### config.mk
export PLATFORM = sky130hd
export DESIGN_NAME = miriscv_gpr_wb_arb
export DESIGN_NICKNAME = d
export VERILOG_FILES = /design/src/rtl/miriscv_gpr_wb_arb.sv
export SDC_FILE = /design/constraint.sdc
export NUM_CORES = 1
export LEC_CHECK = 0
export CORE_MARGIN = 4
export CORE_UTILIZATION = 40
export DETAILED_ROUTE_END_ITERATION = 10
export GPL_TIMING_DRIVEN = 0
export PLACE_DENSITY = 0.82
export SYNTH_ARGS = -nofsm -noshare
export SYNTH_HDL_FRONTEND = slang
export SYNTH_SLANG_ARGS = --single-unit
### constraint.sdc
create_clock -name clk_i -period 2.5 [get_ports clk_i]
set_clock_uncertainty 0.2 [all_clocks]
set_input_delay 0.5 -clock clk_i [delete_from_list [all_inputs] [get_ports clk_i]]
set_output_delay 0.5 -clock clk_i [all_outputs]
set_load 0.02 [all_outputs]
### src/rtl/miriscv_gpr_wb_arb.sv
//==============================================================================
// Module   : miriscv_gpr_wb_arb
// Purpose  : GPR writeback arbiter (ALU/LSU) with load-destination scoreboard.
//            Define MIRISCV_GPR_ARB_RR_EN for round-robin instead of LSU priority.
// Revision : 1.0 - initial release
//==============================================================================
`default_nettype none

module miriscv_gpr_wb_arb #(
    parameter int XLEN           = 32,
    parameter int GPR_ADDR_WIDTH = 5
) (
    input  logic                      clk_i,
    input  logic                      arstn_i,

    input  logic                      alu_valid_i,
    output logic                      alu_ready_o,
    input  logic [GPR_ADDR_WIDTH-1:0] alu_addr_i,
    input  logic [XLEN-1:0]           alu_data_i,

    input  logic                      lsu_valid_i,
    output logic                      lsu_ready_o,
    input  logic [GPR_ADDR_WIDTH-1:0] lsu_addr_i,
    input  logic [XLEN-1:0]           lsu_data_i,

    input  logic                      lsu_issue_i,
    input  logic [GPR_ADDR_WIDTH-1:0] lsu_issue_addr_i,
    output logic                      lsu_issue_ready_o,

    input  logic [GPR_ADDR_WIDTH-1:0] r1_addr_i,
    input  logic [GPR_ADDR_WIDTH-1:0] r2_addr_i,
    output logic                      r1_busy_o,
    output logic                      r2_busy_o,

    output logic                      gpr_wr_en_o,
    output logic [GPR_ADDR_WIDTH-1:0] gpr_wr_addr_o,
    output logic [XLEN-1:0]           gpr_wr_data_o
);

    localparam int c_NREG = 1 << GPR_ADDR_WIDTH;

    logic                      w_grant_alu;
    logic                      w_grant_lsu;
    logic                      w_accept;
    logic [GPR_ADDR_WIDTH-1:0] w_addr;
    logic [XLEN-1:0]           w_data;
    logic                      w_issue_set;
    logic [c_NREG-1:0]         w_pending_nxt;

    logic [c_NREG-1:0]         r_pending;
    logic                      r_wr_en;
    logic [GPR_ADDR_WIDTH-1:0] r_wr_addr;
    logic [XLEN-1:0]           r_wr_data;

`ifdef MIRISCV_GPR_ARB_RR_EN
    // Set when the LSU won the most recent grant; reset means ALU-last.
    logic r_last_lsu;

    always_comb begin
        w_grant_lsu = lsu_valid_i & (~alu_valid_i | ~r_last_lsu);
        w_grant_alu = alu_valid_i & ~w_grant_lsu;
    end

    always_ff @(posedge clk_i or negedge arstn_i) begin
        if (!arstn_i) begin
            r_last_lsu <= 1'b0;
        end else if (w_grant_lsu) begin
            r_last_lsu <= 1'b1;
        end else if (w_grant_alu) begin
            r_last_lsu <= 1'b0;
        end
    end
`else
    assign w_grant_lsu = lsu_valid_i;
    assign w_grant_alu = alu_valid_i & ~lsu_valid_i;
`endif

    assign alu_ready_o = w_grant_alu;
    assign lsu_ready_o = w_grant_lsu;
    assign w_accept    = w_grant_alu | w_grant_lsu;
    assign w_addr      = w_grant_lsu ? lsu_addr_i : alu_addr_i;
    assign w_data      = w_grant_lsu ? lsu_data_i : alu_data_i;

    always_ff @(posedge clk_i or negedge arstn_i) begin
        if (!arstn_i) begin
            r_wr_en   <= 1'b0;
            r_wr_addr <= '0;
            r_wr_data <= '0;
        end else begin
            r_wr_en <= w_accept & (w_addr != '0);
            if (w_accept) begin
                r_wr_addr <= w_addr;
                r_wr_data <= w_data;
            end
        end
    end

    assign gpr_wr_en_o   = r_wr_en;
    assign gpr_wr_addr_o = r_wr_addr;
    assign gpr_wr_data_o = r_wr_data;

    assign lsu_issue_ready_o = (lsu_issue_addr_i == '0) | ~r_pending[lsu_issue_addr_i];
    assign w_issue_set       = lsu_issue_i & lsu_issue_ready_o & (lsu_issue_addr_i != '0);

    // Set is applied after clear so a same-cycle reissue keeps the reservation.
    always_comb begin
        w_pending_nxt = r_pending;
        if (w_grant_lsu) begin
            w_pending_nxt[lsu_addr_i] = 1'b0;
        end
        if (w_issue_set) begin
            w_pending_nxt[lsu_issue_addr_i] = 1'b1;
        end
    end

    always_ff @(posedge clk_i or negedge arstn_i) begin
        if (!arstn_i) begin
            r_pending <= '0;
        end else begin
            r_pending <= w_pending_nxt;
        end
    end

    assign r1_busy_o = (r1_addr_i != '0) &
                       (r_pending[r1_addr_i] | (r_wr_en & (r_wr_addr == r1_addr_i)));
    assign r2_busy_o = (r2_addr_i != '0) &
                       (r_pending[r2_addr_i] | (r_wr_en & (r_wr_addr == r2_addr_i)));

endmodule

`default_nettype wire

==> out/summary.txt <==
Leakage power = 2.36 nW
Non-filler cells, final = 667
Pin count of the biggest net entering global routing = 71
Ranking of synthesized cells by area = dfrtp_1, mux2i_1, o21ai_0
Final period util = 1.15
Placed wire-length estimate = 9940 um
Multi-input logic area = 0.00221 mm^2
RR Endpoint = r_pending[16]
Post-synthesis cell area = 0.00408 mm^2
Synth Instances = 388
Crit path DAT = 2.17 ns
Ys flop type = dfrtp_1
Number of global-route vias before repair = 3828
GRT Util Overall = 0.222
Crit path kind = flip-flop to output pin
Final Util = 0.591
Die Span X = 109 um
Count leader, synth = o21ai_0
Largest area contributor in the netlist = dfrtp_1
Slew HR = 0.395
Fin nets = 624
CP max FO = 4
Antenna violations before repair = 0
Root Buffer Master = clkbuf_8
Post-synth EDFFs = 0
CTS buffer count = 9
Worst r2r path cells = 3
Fin crit period = 2.87 ns
Run status = finished, violations left
Worst R2R Setup Slack = 0.57 ns
DRT antenna net count = 0
WL/cell = 20.0 um
Hold Fails Final Rpt = 0
Die area = 0.0119 mm^2
Number of remaining DRC errors = 0
Pwr dens = 629 mW/mm^2
CTS tree = built
Synth cell count leaders = o21ai_0, dfrtp_1, nand2_1
Number of vias per cell = 5.70
Grt total ovfl = 0
Buffers on Ports = 128
Failing checks = setup timing
Synthesized flop and latch total = 70
Crit end category = output pin
Routed vias = 3802
Mean Syn Cell Area = 10.5 um^2
Startpoint types = flip-flop
Die height = 109 um
Num rows = 36
VDD IR max = 354 uV
Worst Max-Slew Pin Slew = 0.908 ns
# clock sinks = 70
Area of the core = 0.00986 mm^2
Asr flop ratio synth = 1.00
Sequential element share of the synthesized area = 0.430
Min-delay worst type = input port to asynchronous set/reset pin
Clock slew at reported path FFs = 0.09 ns
RSZ-0062 raised after global routing = yes
Synth warnings = 0
Final WL = 13300 um
Fraction of layout cells with a size suffix above 1 = 0.116
Register area = 0.00175 mm^2
Fmax = 0.349 GHz
Top cell type's share of synthesized area = 0.430
Drt first-iter violations = 218
P&R area growth vs syn = 43.0%
WHS = 0.0262 ns
Io pins = 137
CTS max path bufs = 2
Reg2reg start = r_pending[19]
Worst-Skew Late Latency = 0.35 ns
Routability-driven placement congestion ratio = 0.858
Post-route setup slack = -0.368 ns
Diodes inserted = 0
Cell variety after synth = 47
Starting Density = 0.413
CTS hold repair buffers = 0
Worst path required time = 1.80 ns
Maxcap violations = 0
Htree depth = 3
Power Total = 3.66 mW
First-pass GRT wire length = 20000 um
Final Setup Violations = 3
Fill cells = 786
Final Max Tran Viols = 0
Syn_nets = 482
Drt first pass iters = 4
Inst Count DP = 649
-- registers in the layout, summed over array words and instances, names as in the netlist --
register       count
gpr_wr_en_o        1
gpr_wr_data_o     32
gpr_wr_addr_o      5
r_pending         32
-- power breakdown --
part / total (mW) / switching [mW] / internal [mW] / leakage [nW]
Clock: 1.03 / 0.449 / 0.585 / 0.105
Sequential: 1.50 / 0.176 / 1.33 / 0.857
Combinational: 1.13 / 0.514 / 0.613 / 1.40
Total: 3.66 / 1.14 / 2.53 / 2.36
-- per-stage QoR --
| step | cell area, um^2 | setup WS, ns | TNS, ns |
|---|---|---|---|
| global route | 5830 | -0.406 | -1.13 |
| CTS | 5810 | -0.371 | -0.805 |
| global placement | 5550 | -1.61 | -123.97 |
| detailed placement | 5550 | -1.34 | -12.40 |
| floorplan | 4100 | -0.0565 | -0.0565 |
| finish | 5830 | -0.368 | -0.862 |
-- layer usage --
metal	global-route usage	up-vias	routed length, um
li1	-	1725	-
met1	0.277	1887	5210
met2	0.380	162	6890
met3	0.0361	28	923
met4	0.0929	0	293
met5	0	-	0
-- cell families after synthesis --
kind of cell	Yosys count	synth area share
simple gates	92	0.115
buf+inv	30	0.0310
xor+xnor	10	0.0215
flops	70	0.430
mux	64	0.239
compound gates	122	0.165
-- placed cells by master (no fill, tap or decap), drive strengths merged, types with 3 or more instances in the layout --
| cell type | n |
|---|---|
| xnor2 | 6 |
| o21ai | 101 |
| or3 | 4 |
| dfrtp | 70 |
| mux4 | 24 |
| nand3 | 5 |
| clkbuf | 33 |
| clkdlybuf4s50 | 116 |
| nand3b | 7 |
| nand2 | 50 |
| xor2 | 4 |
| dlygate4sd2 | 4 |
| mux2i | 39 |
| nor2b | 7 |
| nor2 | 5 |
| clkdlybuf4s15 | 3 |
| or3b | 5 |
| a21oi | 4 |
| buf | 13 |
-- final cells by class --
| class | count | area share |
|---|---|---|
| Clock inverter | 5 | 0.0144 |
| Timing Repair Buffer | 131 | 0.222 |
| Multi-Input combinational cell | 288 | 0.380 |
| Clock buffer | 10 | 0.0236 |
| Sequential cell | 70 | 0.301 |
| Buffer | 28 | 0.0294 |
| Inverter | 2 | 0.00129 |
| Tap cell | 133 | 0.0286 |
-- worst max-delay path, stage by stage, from the launching register on --
cell	delay (ns)
dfrtp_1	0.41
mux4_2	0.47
mux2_4	0.29
a32oi_2	0.18
o21ai_1	0.10
o22a_2	0.24
buf_6	0.13
-- worst max path at each step --
stage,cells after the start,start,to,slack (ns)
global route,6,r_pending[10],r2_busy_o,-0.41
global placement,1,arstn_i,r_pending[8],-1.61
CTS,6,r_pending[11],r2_busy_o,-0.37
detailed placement,7,lsu_issue_addr_i[0],lsu_issue_ready_o,-1.34
floorplan,6,r2_addr_i[0],r2_busy_o,-0.06
finish,6,r_pending[11],r2_busy_o,-0.37
-- what timing repair did --
item / 4_1_cts / 5_1_grt
gates resized for setup: 46 / 6
setup endpoints to repair: 14 / 4
cloned: 0 / 0
setup buffers: 2 / 1
pin swaps: 5 / 1
Power figures use the tool's default switching activity.
